$ cat src/rtl/apb_spi_master_param.sv
// APB-programmable SPI master with TX/RX FIFOs, runtime frame length,
// clock divider, CPOL/CPHA, bit order and sticky status/interrupts.
module apb_spi_master_param_fifo #(
    parameter int W     = 16,
    parameter int DEPTH = 4
) (
    input  logic         clk,
    input  logic         rst_n,
    input  logic         push,
    input  logic [W-1:0] din,
    input  logic         pop,
    output logic [W-1:0] dout,
    output logic         full,
    output logic         empty
);
    localparam int AW = $clog2(DEPTH);

    logic [W-1:0] mem [DEPTH];
    logic [AW:0]  wp;
    logic [AW:0]  rp;
    logic         do_push;
    logic         do_pop;

    // Extra MSB on the pointers separates full from empty
    assign empty   = (wp == rp);
    assign full    = (wp[AW] != rp[AW]) && (wp[AW-1:0] == rp[AW-1:0]);
    assign do_pop  = pop && !empty;
    assign do_push = push && (!full || do_pop);
    assign dout    = empty ? '0 : mem[rp[AW-1:0]];

    always_ff @(posedge clk or negedge rst_n) begin
        if (!rst_n) begin
            wp <= '0;
            rp <= '0;
            for (int i = 0; i < DEPTH; i++) mem[i] <= '0;
        end else begin
            if (do_push) begin
                mem[wp[AW-1:0]] <= din;
                wp <= wp + (AW+1)'(1);
            end
            if (do_pop) rp <= rp + (AW+1)'(1);
        end
    end
endmodule

module apb_spi_master_param #(
    parameter int APB_DWIDTH = 16,
    parameter int FRAME_MAX  = 16,
    parameter int FIFO_DEPTH = 4,
    parameter int NUM_SS     = 8
) (
    input  logic                  PCLK,
    input  logic                  PRESETN,
    input  logic                  PSEL,
    input  logic                  PENABLE,
    input  logic                  PWRITE,
    input  logic [6:0]            PADDR,
    input  logic [APB_DWIDTH-1:0] PWDATA,
    output logic [APB_DWIDTH-1:0] PRDATA,
    output logic                  PREADY,
    output logic                  PSLVERR,
    output logic                  SPISCLKO,
    output logic                  SPISDO,
    input  logic                  SPISDI,
    output logic [NUM_SS-1:0]     SPISS,
    output logic                  SPIOEN,
    output logic                  SPIINT,
    output logic                  SPIRXAVAIL,
    output logic                  SPITXRFM
);
    localparam logic [1:0] S_IDLE  = 2'd0;
    localparam logic [1:0] S_LOAD  = 2'd1;
    localparam logic [1:0] S_SHIFT = 2'd2;
    localparam logic [1:0] S_DONE  = 2'd3;
    localparam logic [4:0] FLEN_SAT = 5'(FRAME_MAX - 1);

    logic [1:0]           state;
    logic                 en;
    logic                 cpol;
    logic                 cpha;
    logic                 lsb_first;
    logic [4:0]           flen_m1;
    logic [7:0]           clkdiv;
    logic [NUM_SS-1:0]    ssel;
    logic [2:0]           intmask;
    logic                 done_flag;
    logic                 rxovf;
    logic                 int_q;

    logic                 a_cpha;
    logic                 a_lsb;
    logic [4:0]           a_flen;
    logic [7:0]           a_div;
    logic [NUM_SS-1:0]    a_ssel;

    logic [FRAME_MAX-1:0] tx_sh;
    logic [FRAME_MAX-1:0] rx_sh;
    logic [FRAME_MAX-1:0] tx_nxt;
    logic [FRAME_MAX-1:0] rx_nxt;
    logic [FRAME_MAX-1:0] tx_head;
    logic [FRAME_MAX-1:0] rx_head;
    logic [7:0]           div_cnt;
    logic [5:0]           edge_cnt;
    logic                 sclk_q;
    logic                 sdo_q;

    logic                 tx_full;
    logic                 tx_empty;
    logic                 rx_full;
    logic                 rx_empty;
    logic [31:0]          wdata;
    logic [31:0]          rdata;
    logic                 addr_ok;
    logic                 access;
    logic                 wr;
    logic                 rd;
    logic                 tx_push;
    logic                 rx_pop;
    logic                 intclr;
    logic                 busy;
    logic                 tick;
    logic                 last_edge;
    logic                 sample_edge;
    logic                 first_bit;
    logic                 unused_ok;

    function automatic logic pick(input logic [FRAME_MAX-1:0] v,
                                  input logic lsb, input logic [4:0] fl);
        logic [FRAME_MAX-1:0] s;
        s = v >> fl;
        return lsb ? v[0] : s[0];
    endfunction

    assign PREADY    = 1'b1;
    assign wdata     = 32'(PWDATA);
    assign addr_ok   = (PADDR[1:0] == 2'b00) && (PADDR <= 7'h1C);
    assign access    = PSEL && PENABLE && PREADY;
    assign wr        = access && PWRITE && addr_ok;
    assign rd        = access && !PWRITE && addr_ok;
    assign tx_push   = wr && (PADDR == 7'h10);
    assign intclr    = wr && (PADDR == 7'h1C);
    assign rx_pop    = rd && (PADDR == 7'h14);
    assign busy      = (state != S_IDLE);
    assign unused_ok = ^{wdata, rdata};

    apb_spi_master_param_fifo #(.W(FRAME_MAX), .DEPTH(FIFO_DEPTH)) u_tx (
        .clk   (PCLK),
        .rst_n (PRESETN),
        .push  (tx_push),
        .din   (PWDATA[FRAME_MAX-1:0]),
        .pop   (state == S_LOAD),
        .dout  (tx_head),
        .full  (tx_full),
        .empty (tx_empty)
    );

    apb_spi_master_param_fifo #(.W(FRAME_MAX), .DEPTH(FIFO_DEPTH)) u_rx (
        .clk   (PCLK),
        .rst_n (PRESETN),
        .push  (state == S_DONE),
        .din   (rx_sh),
        .pop   (rx_pop),
        .dout  (rx_head),
        .full  (rx_full),
        .empty (rx_empty)
    );

    always_comb begin
        rdata = '0;
        case (PADDR)
            7'h00:   rdata = {23'd0, flen_m1, lsb_first, cpha, cpol, en};
            7'h04:   rdata = {24'd0, clkdiv};
            7'h08:   rdata = 32'(ssel);
            7'h0C:   rdata = {25'd0, done_flag, rxovf, busy,
                              rx_empty, rx_full, tx_empty, tx_full};
            7'h14:   rdata = 32'(rx_head);
            7'h18:   rdata = {29'd0, intmask};
            default: rdata = '0;
        endcase
    end

    assign PRDATA  = (PRESETN && PSEL && addr_ok) ? rdata[APB_DWIDTH-1:0] : '0;
    assign PSLVERR = PRESETN && PSEL && PENABLE && !addr_ok;

    always_ff @(posedge PCLK or negedge PRESETN) begin
        if (!PRESETN) begin
            en        <= 1'b0;
            cpol      <= 1'b0;
            cpha      <= 1'b0;
            lsb_first <= 1'b0;
            flen_m1   <= '0;
            clkdiv    <= '0;
            ssel      <= '0;
            intmask   <= '0;
            done_flag <= 1'b0;
            rxovf     <= 1'b0;
            int_q     <= 1'b0;
        end else begin
            if (wr && PADDR == 7'h00) begin
                en        <= wdata[0];
                cpol      <= wdata[1];
                cpha      <= wdata[2];
                lsb_first <= wdata[3];
                flen_m1   <= (wdata[8:4] > FLEN_SAT) ? FLEN_SAT : wdata[8:4];
            end
            if (wr && PADDR == 7'h04) clkdiv  <= wdata[7:0];
            if (wr && PADDR == 7'h08) ssel    <= wdata[NUM_SS-1:0];
            if (wr && PADDR == 7'h18) intmask <= wdata[2:0];
            // A set in the same cycle as a clear wins
            done_flag <= (done_flag && !(intclr && wdata[0])) ||
                         (state == S_DONE);
            rxovf     <= (rxovf && !(intclr && wdata[1])) ||
                         (state == S_DONE && rx_full && !rx_pop);
            int_q     <= |(intmask & {tx_empty, rxovf, done_flag});
        end
    end

    assign tick        = (div_cnt == a_div);
    assign last_edge   = (edge_cnt == {a_flen, 1'b1});
    assign sample_edge = (edge_cnt[0] == a_cpha);
    assign tx_nxt      = a_lsb ? (tx_sh >> 1) : (tx_sh << 1);
    assign rx_nxt      = a_lsb ? ((rx_sh >> 1) | (FRAME_MAX'(SPISDI) << a_flen))
                               : {rx_sh[FRAME_MAX-2:0], SPISDI};
    assign first_bit   = pick(tx_head, lsb_first, flen_m1);

    always_ff @(posedge PCLK or negedge PRESETN) begin
        if (!PRESETN) begin
            state    <= S_IDLE;
            a_cpha   <= 1'b0;
            a_lsb    <= 1'b0;
            a_flen   <= '0;
            a_div    <= '0;
            a_ssel   <= '0;
            tx_sh    <= '0;
            rx_sh    <= '0;
            div_cnt  <= '0;
            edge_cnt <= '0;
            sclk_q   <= 1'b0;
            sdo_q    <= 1'b0;
        end else begin
            unique case (state)
                S_IDLE: begin
                    if (en && !tx_empty) state <= S_LOAD;
                end
                S_LOAD: begin
                    a_cpha   <= cpha;
                    a_lsb    <= lsb_first;
                    a_flen   <= flen_m1;
                    a_div    <= clkdiv;
                    a_ssel   <= ssel;
                    tx_sh    <= tx_head;
                    rx_sh    <= '0;
                    sdo_q    <= first_bit;
                    sclk_q   <= cpol;
                    div_cnt  <= '0;
                    edge_cnt <= '0;
                    state    <= S_SHIFT;
                end
                S_SHIFT: begin
                    if (tick) begin
                        div_cnt  <= '0;
                        sclk_q   <= !sclk_q;
                        edge_cnt <= edge_cnt + 6'd1;
                        if (sample_edge) begin
                            rx_sh <= rx_nxt;
                        end else if (a_cpha) begin
                            sdo_q <= pick(tx_sh, a_lsb, a_flen);
                            tx_sh <= tx_nxt;
                        end else begin
                            sdo_q <= pick(tx_nxt, a_lsb, a_flen);
                            tx_sh <= tx_nxt;
                        end
                        if (last_edge) state <= S_DONE;
                    end else begin
                        div_cnt <= div_cnt + 8'd1;
                    end
                end
                S_DONE: begin
                    state <= (en && !tx_empty) ? S_LOAD : S_IDLE;
                end
                default: state <= S_IDLE;
            endcase
        end
    end

    assign SPISCLKO   = (state == S_SHIFT) ? sclk_q : cpol;
    assign SPISDO     = (state == S_LOAD) ? first_bit :
                        (state == S_IDLE) ? 1'b0 : sdo_q;
    assign SPISS      = (state == S_IDLE) ? '1 :
                        (state == S_LOAD) ? ~ssel : ~a_ssel;
    assign SPIOEN     = (state == S_IDLE);
    assign SPIINT     = int_q;
    assign SPIRXAVAIL = !rx_empty;
    assign SPITXRFM   = !tx_full;
endmodule

$ cat config.mk
export PLATFORM = sky130hd
export DESIGN_NAME = apb_spi_master_param
export DESIGN_NICKNAME = d
export VERILOG_FILES = /design/src/rtl/apb_spi_master_param.sv
export SDC_FILE = /design/constraint.sdc
export NUM_CORES = 1
export LEC_CHECK = 0
export BUFFER_PORTS_ARGS = -buffer_cell sky130_fd_sc_hd__buf_2
export CAP_MARGIN = 40
export CORE_MARGIN = 4
export CORE_UTILIZATION = 56
export DETAILED_ROUTE_END_ITERATION = 7
export HOLD_SLACK_MARGIN = 0.1
export PLACE_DENSITY = 0.74
export SLEW_MARGIN = 20
export SYNTH_ARGS = -nofsm -noshare
export SYNTH_HDL_FRONTEND = slang
export SYNTH_SLANG_ARGS = --single-unit
$ cat constraint.sdc
create_clock -name PCLK -period 2.4 [get_ports PCLK]
set_input_delay 0.6 -clock PCLK [delete_from_list [all_inputs] [get_ports PCLK]]
set_output_delay 0.6 -clock PCLK [all_outputs]
set_load 0.02 [all_outputs]
---- Word-level counts from Yosys, hierarchy flattened ----
Cells that the tools add are included.
word-level totals
  register bits ........................... 244
  bits of input ports ..................... 29
  output and inout port bits .............. 32
cells by class
  $add $sub $neg .......................... 6
  magnitude comparators ................... 8
  equality and inequality tests ........... 24
  shifts and indexed selects .............. 4
  multiplexer cells ....................... 48
  bitwise operators ....................... 8
  reductions and logical operators ........ 56
operator list
  kind                   count
  $mux W16               15
  $bwmux W64             2
  $pmux W16 S6           1
  $bmux W16 S2           2
  $demux W16 S2          2
  $pmux W16 S2           2
  $shr A16 B5 Y1         3
  $logic_and A1 B1 Y1    32
  $eq A7 B5 Y1 const B   4
  $mux W8                3
  $not A8 Y8             2
  $or A15 B16 Y16        1
  $pmux W8 S2            1
  $shl A1 B5 Y16         1
  $eq A7 B4 Y1 const B   2
  $add A3 B1 Y3 const B  4
  $ge A3 B3 Y1 const B   4
  $not A2 Y3             4
  $pmux W6 S2            1
  $mux W1                11
  $logic_not A1 Y1       10
  $reduce_and A3 Y1      3
  $add A8 B1 Y8 const B  1
  $eq A8 B8 Y1           1
  other kinds (26)       42

---- Logic depth before layout (Yosys ltp) ----
Gate-level depths: netlist (run 1).
  depth after elaboration ................. 8
  mapped depth ............................ 9
  depth with buffers taken out ............ 7

---- Modules after synthesis ----
Synthesis (run 1) repeated with hierarchy kept, for this count alone.
unflattened totals
  cell total of the unflattened synthesis .. 1,005
  area, all modules ....................... 12,851.1 um2
by module, submodules not included
  module                     instances  cells an instance  area an instance (um2)
  apb_spi_master_param_fifo  2          206                3,395.8
  apb_spi_master_param       1          593                6,059.6

---- Worst setup path after synthesis (run 1) ----
No wires, ideal clock.
  kind .................................... input to output
  start point ............................. input port PADDR[5]
  end point ............................... output port PRDATA[1]
  arrival time ............................ 2.200 ns
  data required time ...................... 1.800 ns
  slack ................................... -0.400 ns
  cell stages on the path ................. 5
  path buffers ............................ 1
  cell sequence ........................... or3_1 > clkbuf_1 > nor3_1 > a222oi_1 > a21oi_1
on the way
  word-level cells in the longest chain between the ends .. 4
  elaborated cells on any way between the ends .. 11
  classes of those cells .................. 1 x order compare; 5 x eq/ne; 2 x mux; 3 x reduce/logical
RTL lines
  what                 RTL line  RTL
  from (decl)          57        input logic [6:0] PADDR,
  $le A7 B5 Y1         136       assign addr_ok = (PADDR[1:0] == 2'b00) && (PADDR <= 7'h1C);
  $logic_and A1 B1 Y1  136
  $logic_and A1 B1 Y1  182       assign PRDATA = (PRESETN && PSEL && addr_ok) ? rdata[APB_DWIDTH-1:0] : '0;
  $mux W16 *           182
  to (decl)            59        output logic [APB_DWIDTH-1:0] PRDATA,
Every way passes the cells marked *; elsewhere a longest branch is shown, timed or not.

---- Worst setup path in the final report (run 1) ----
  start point ............................. register u_tx.rp[1]
  end point ............................... output port SPISDO
on the way
  word-level cells in the longest chain between the ends .. 8
  elaborated cells on any way between the ends .. 9
  classes of those cells .................. 1 x eq/ne; 1 x shift; 6 x mux; 1 x bitwise
RTL lines
  what                                          RTL line  RTL
  from (decl)                                   20        logic [AW:0] rp;
  from (signal assigned)                        41        if (do_pop) rp <= rp + (AW+1)'(1);
  $not A2 Y3 (implied by the code)              29        assign dout = empty ? '0 : mem[rp[AW-1:0]];
  $bmux W16 S2                                  29
  $mux W16 (implied by the code) (2 in series)  29
  $mux W16 *                                    29
  $shr A16 B5 Y1                                130       s = v >> fl;
  $mux W1 *                                     131       return lsb ? v[0] : s[0];
  $mux W1 *                                     287       assign SPISDO = (state == S_LOAD) ? first_bit :
  to (decl)                                     63        output logic SPISDO,
Every way passes the cells marked *; elsewhere a longest branch is shown, timed or not. The select of a mux whose other input is x is not followed.

==> metrics.md, run 1 <==
| Metric | Value |
|---|---|
| Status | finished, violations left |
| Failing checks | setup timing |
| Fin Setup TNS | -7590 ps |
| Clk_skew | 15.7 ps |
| Register share of total power | 0.369 |
| Crit Path Max Fanout | 5 |
| Psw | 4.06 mW |
| Max Freq | 0.309 GHz |
| Setup crit end kind | output port |
| Mux contribution to synthesized area | 0.264 |
| Clock buffer count from CTS | 27 |
| Async S/R FF share, synth | 1.00 |
| Final setup viols | 26 |
| Port-buffer cells | 59 |
| Synth area leaders | dfrtp_1, mux2_2, mux4_2, mux2_4, nor2_1 |
| First-pass detailed-route iteration total | 5 |
| EDFF count, synth | 0 |
| Simple-gate portion of the synthesized area | 0.0986 |
| Grt ovf | 0 |
| Setup CP Type | register to output port |
| Core ar. | 22600 um2 |
| Share of layout cells above drive strength 1 | 0.426 |
| Syn Inst Count | 1026 |
| Clock share of power | 0.327 |
| Die footprint | 25400 um2 |
| Mean area per synthesized cell | 12.5 um2 |
| Final Wtd Congestion | 0.921 |
| Hold slack | 167 ps |
| Largest net degree at the start of global routing | 127 |
| CTS tree | done |
| I/O pin count | 61 |
| Post-Synth Adder-Cell Area | 0.0156 |
| Final WL | 30.7 mm |
| Min setup slack post-route | -832 ps |
| CP arrival | 2630 ps |
| Critical Path RT | 1800 ps |
| Internal power | 8.71 mW |
| RSZ-0062 raised after global routing | yes |
| Seq cells post-synth | 244 |
| Slew margin rel. | 0.508 |
| Final Hold Violating Endpoints | 0 |
| Reg clk slew, reported paths | 60 ps |
| Yosys Warn Count | 0 |
| Clk Latency, worst-skew pair | 540 ps |
| DP HPWL | 20.9 mm |
| Synth Cell Area | 12800 um2 |
| VDD IR-drop max | 675 uV |
| Min cycle time layout | 3230 ps |
| Commonest cells post-synth | dfrtp_1, mux2_2, nor2_1 |
| Util after Layout | 0.697 |
| Clk buf depth | 3 |
| Combinational family with the most area after synthesis | multiplexers |
| H-tree Lvls | 1 |
| Synth Area in XOR/XNOR | 0.0232 |
| Detailed-route via count | 8952 |
| Area delta synth->final | 22.7% |
| Sw frac | 0.318 |
| Clk root buf | clkbuf_16 |
| GRT Util Overall | 0.240 |
| Initial Util | 0.568 |
| P_leak | 7.33 nW |
| HP Class | primary input to asynchronous set/reset pin |
| DRC | 0 |
| Sequential-to-total area share from yosys stat | 0.476 |
| Routed vias/inst | 6.02 |
| Num rows | 55 |
| CTS Sinks | 244 |
| # diodes | 0 |
| Die width | 159 um |
| Final worst path period share | 1.35 |
| DRT antenna net count | 0 |
| Worst slew pin tran | 737 ps |
| Net Count, Synth | 1071 |
| Die Height | 159 um |
| Max-cap violations | 0 |
| Cell with the most instances after synthesis | dfrtp_1 |
| Top-area cell type share of the netlist area | 0.476 |
| Number of global-route vias before repair | 9176 |
| Yosys top cell by area | dfrtp_1 |
| Initial DRC Count | 738 |
| DP Worst Slack | -374 ps |
| Nets@finish | 1230 |
| Combinational Power Share | 0.305 |
| Global-route wire length before repair | 49.9 mm |
| Slew Limit Fails | 0 |
| Wire per inst | 20.6 um |
| Synth unique cells | 67 |
| Top FF cell, synth | dfrtp_1 |
| Compound-Gate Fraction of Synth Area | 0.0831 |
| P per Cell Area | 812 nW/um2 |
| Startpoint types | register |
| Initial antenna violation count | 0 |
-- layer usage --
metal | track usage | share of wire | up-vias | wire length (um)
met4 | 0.0647 | 0.025 | 0 | 762
met5 | 0 | 0 | - | 0
met3 | 0.0305 | 0.052 | 50 | 1610
li1 | - | - | 4091 | -
met1 | 0.341 | 0.44 | 4554 | 13500
met2 | 0.396 | 0.48 | 257 | 14800
-- worst max-delay path, stage by stage (launching register included) --
cell	delay, ps
dfrtp_1	370
buf_4	160
mux4_2	500
mux2_4	300
a2111oi_4	340
a2111oi_4	70
nand3_2	110
a31oi_4	100
buf_6	140
-- cells by family after synthesis --
kind of cell | Yosys count
xor gates and xnor gates | 34
muxes | 248
other | 1
AOI/OAI and AO/OA | 158
and+or+nand+nor | 241
buffers and inverters | 84
DFF | 244
adders and majority gates | 16
-- per-stage QoR --
stage,area (um2),cells,power (mW)
2_1_floorplan,13000,1026,6.95
3_3_place_gp,14200,1417,7.99
3_5_place_dp,14200,1417,8.08
4_1_cts,15600,1480,12.7
5_1_grt,15700,1488,13.3
6_report,15700,1488,12.8
-- sequential cells by signal, indices dropped and copies added, names as in the netlist, 2 cells and up --
signal,cells
u_tx.wp,3
flen_m1,5
a_ssel,8
u_tx.rp,3
state,2
clkdiv,8
tx_sh,16
ssel,8
a_div,8
edge_cnt,6
intmask,3
u_rx.mem,64
u_rx.wp,3
u_rx.rp,3
a_flen,5
div_cnt,8
rx_sh,16
u_tx.mem,64
-- area by class of cell --
class	instances	area, um2
inverter	21	78.8
clock buffer	39	771
tap	285	357
clock inverter	8	123
fill	1551	6840
timing repair buffer	193	1720
sequential	244	6110
multi-input combinational	698	6570
-- power groups by stage --
stage          Clock, mW  Combinational (mW)  Sequential [mW]
6_report            4.18                3.89             4.71
5_1_grt             4.42                4.17             4.74
4_1_cts             4.24                3.76             4.70
3_5_place_dp           0                3.32             4.76
3_3_place_gp           0                3.25             4.74
2_1_floorplan          0                2.29             4.66
-- cells in the final DEF (no fill, tap or decap), types with 27 or more instances in the layout --
| cell | synthesis | routed |
|---|---|---|
| dfrtp_1 | 244 | 240 |
| mux2_2 | 123 | 114 |
| buf_4 | 5 | 104 |
| nor2_1 | 80 | 76 |
| mux2_4 | 39 | 48 |
| nand2_1 | 56 | 45 |
| mux4_2 | 42 | 42 |
| a21oi_1 | 47 | 39 |
| buf_2 | 19 | 38 |
| o21ai_0 | 36 | 35 |
| buf_6 | 5 | 29 |
| clkbuf_16 | 0 | 27 |
-- path summary, 6_finish.rpt --
check,from,end,slack [ps],depth (start not counted)
min in group PCLK,PWDATA[15],u_tx.mem[31]$_DFFE_PN0P_,320,2
max in group asynchronous,PRESETN,u_rx.rp[0]$_DFFE_PN0P_,1640,2
max,u_tx.rp[1]$_DFFE_PN0P_,SPISDO,-830,8
max reg2reg,state[0]$_DFFE_PN0P_,tx_sh[4]$_DFFE_PN0P_,80,10
min,PRESETN,u_tx.mem[18]$_DFFE_PN0P_,170,2
min reg2reg,sdo_q$_DFFE_PN0P_,sdo_q$_DFFE_PN0P_,480,2
-- what timing repair did --
item                                    4_1_cts  5_1_grt
endpoints found under the setup margin       28       28
pin swaps                                    25        9
hold buffers                                  1        0
cloned                                        2        0
resized for setup                            85       19
buffers inserted                             13        9
hold endpoints to repair                      1        0
Note: power is estimated with default switching activity, not from simulation.
==> inputs of run 2 (changes only) <==
--- a/config.mk
+++ b/config.mk
@@ -7,11 +7,13 @@
 export LEC_CHECK = 0
 export BUFFER_PORTS_ARGS = -buffer_cell sky130_fd_sc_hd__buf_2
 export CAP_MARGIN = 40
+export CELL_PAD_IN_SITES_DETAIL_PLACEMENT = 1
+export CELL_PAD_IN_SITES_GLOBAL_PLACEMENT = 1
 export CORE_MARGIN = 4
-export CORE_UTILIZATION = 56
+export CORE_UTILIZATION = 46
 export DETAILED_ROUTE_END_ITERATION = 7
 export HOLD_SLACK_MARGIN = 0.1
-export PLACE_DENSITY = 0.74
+export PLACE_DENSITY = 0.73
 export SLEW_MARGIN = 20
 export SYNTH_ARGS = -nofsm -noshare
 export SYNTH_HDL_FRONTEND = slang
==> run 2 against run 1 <==
Compared with the run above: the run still ends with setup timing left; die area is 21% higher; non-clock buffer count is 8 higher; cell area rose by 2.2%; sequential power barely moved; global-route usage up 0.19 points; critical path depth up 1; first-iteration DRC count down 18%; power increased by 3.9%; via count increased by 2.9%; worst hold slack better by 67 ps; sequential cell count unchanged; clock power rose by 3%.
==> metrics.md, run 2 (synthesis gave the netlist of run 1 again) <==
| Metric | Value |
|---|---|
| Status | finished, violations left |
| Failing checks | setup timing |
| CP arrival | 2730 ps |
| Die width | 175 um |
| DRT antenna net count | 0 |
| I/O pin count | 61 |
| Register share of total power | 0.357 |
| Largest net degree at the start of global routing | 109 |
| Final Wtd Congestion | 0.854 |
| Placed Cells | 1512 |
| Min setup slack post-route | -933 ps |
| Wire per inst | 24.0 um |
| # diodes | 0 |
| CP Buf/Inv Count | 3 |
| Number of global-route vias before repair | 10122 |
| HP Class | primary input to asynchronous set/reset pin |
| Num rows | 60 |
| P per Cell Area | 826 nW/um2 |
| Clk buf depth | 3 |
| Grt ovf | 0 |
| Min cycle time layout | 3330 ps |
| Initial Util | 0.472 |
| Detailed-route via count | 9209 |
| Final setup viols | 26 |
| Dpl cell area | 14400 um2 |
| Clk_skew | 18.0 ps |
| Nets@finish | 1245 |
| RSZ-0062 raised after global routing | yes |
| Area delta synth->final | 25.4% |
| DP HPWL | 24.9 mm |
| Slew Limit Fails | 0 |
| Max-cap violations | 0 |
| Commonest cells after routing, fill and taps aside | dfrtp_1, buf_4, mux2_2 |
| Slowest stage delay, CP | 450 ps |
| Routed vias/inst | 5.78 |
| Die Height | 175 um |
| CTS Sinks | 244 |
| Setup crit end kind | output port |
| Crit-path cells | buf_12 -> buf_16 -> mux4_2 -> o31a_1 -> mux2i_2 -> a2111oi_4 -> nand3_2 -> a31oi_4 -> buf_6 |
| First-pass detailed-route iteration total | 5 |
| Clock share of power | 0.324 |
| Reg clk slew, reported paths | 60 ps |
| Initial DRC Count | 605 |
| Clock buffer count from CTS | 28 |
| Fillers | 2713 |
| Final non-filler cell total | 1592 |
| DRC | 0 |
| Worst path slowest cell | dfrtp_2 |
| CTS tree | done |
| Worst r2r dst | u_tx.mem[53]$_DFFE_PN0P_ |
| Top Registers | u_rx.mem x64, u_tx.mem x64 |
| Share of layout cells above drive strength 1 | 0.445 |
| Max Freq | 0.300 GHz |
| Sw frac | 0.329 |
| VDD IR-drop max | 638 uV |
| Critical Path RT | 1800 ps |
| GRT Util Overall | 0.242 |
| Final WL | 38.2 mm |
| H-tree Lvls | 1 |
| Final Hold Violating Endpoints | 0 |
| Fin area | 16100 um2 |
| Clk Latency, worst-skew pair | 550 ps |
| Internal power | 8.91 mW |
| Slew margin rel. | 0.504 |
| Clk root buf | clkbuf_16 |
| P_leak | 7.44 nW |
| Startpoint types | register |
| Most common cell after layout, fill and taps aside | dfrtp_1 |
| Port-buffer cells | 59 |
| Crit Path Max Fanout | 4 |
| Final worst path period share | 1.39 |
| R2r startpoint | u_tx.rp[0]$_DFFE_PN0P_ |
| Worst slew pin tran | 745 ps |
| Psw | 4.37 mW |
| Core ar. | 27200 um2 |
| Global-route wire length before repair | 59.1 mm |
| Die footprint | 30600 um2 |
| Length in cells of the worst reg-to-reg path | 10 |
| Crit-path leading delay family | compound AO/OA/AOI/OAI gates |
| Combinational Power Share | 0.319 |
| Initial antenna violation count | 0 |
| R2R setup slack | 50 ps |
| Setup CP Type | register to output port |
-- run 2: how the worst max path moves through the flow --
stage / depth (start not counted) / to / startpoint / slack (ps)
CTS: 8 / SPISDO / u_tx.rp[0]$_DFFE_PN0P_ / -940
detailed placement: 7 / SPISDO / u_tx.rp[1]$_DFFE_PN0P_ / -490
global route: 8 / SPISDO / u_tx.rp[1]$_DFFE_PN0P_ / -1020
global placement: 8 / SPISDO / u_tx.rp[1]$_DFFE_PN0P_ / -410
floorplan: 7 / SPISDO / u_tx.rp[0]$_DFFE_PN0P_ / -80
finish: 9 / SPISDO / u_tx.rp[0]$_DFFE_PN0P_ / -930
-- run 2: routing by layer --
metal	vias up	global-route usage	wire length, um
li1	4134	-	-
met1	4840	0.325	16200
met2	178	0.416	19600
met3	57	0.0387	1670
met4	0	0.0570	769
met5	-	0	0
-- run 2: power groups by stage --
stage          Sequential [mW]  Clock (mW)  Combinational, mW
2_1_floorplan             4.66           0               2.29
3_3_place_gp              4.76           0               3.38
3_5_place_dp              4.78           0               3.49
4_1_cts                   4.72        4.39               4.16
5_1_grt                   4.77        4.58               4.54
6_report                  4.74        4.30               4.24
-- run 2: cell type report --
| class | instances | area (um2) | share of cell area |
|---|---|---|---|
| multi-input cells | 704 | 6680 | 0.415 |
| flip-flops and latches | 244 | 6110 | 0.380 |
| repair buffers | 201 | 1810 | 0.112 |
| clock buffers | 39 | 812 | 0.0505 |
| well taps | 372 | 465 | 0.0290 |
| clock inverters | 11 | 123 | 0.00763 |
| inverters | 21 | 78.8 | 0.00490 |
-- run 2: stage by stage --
stage | TNS, ps | setup WS (ps) | util | hold WS (ps) | total power, mW
finish | -10480 | -933 | 0.592 | 233 | 13.3
global route | -12990 | -1020 | 0.592 | 274 | 13.9
CTS | -9580 | -936 | 0.585 | 248 | 13.3
global placement | -16300 | -407 | 0.528 | 407 | 8.13
floorplan | -377 | -80.4 | - | 304 | 6.95
detailed placement | -25710 | -490 | 0.528 | 408 | 8.27
-- run 2: timing repair --
action	in CTS	in global routing
endpoints found under the setup margin	29	93
cloned	5	6
endpoints found under the hold margin	22	0
setup buffers	18	5
resized for setup	100	40
hold buffers	1	0
pin swaps	28	20
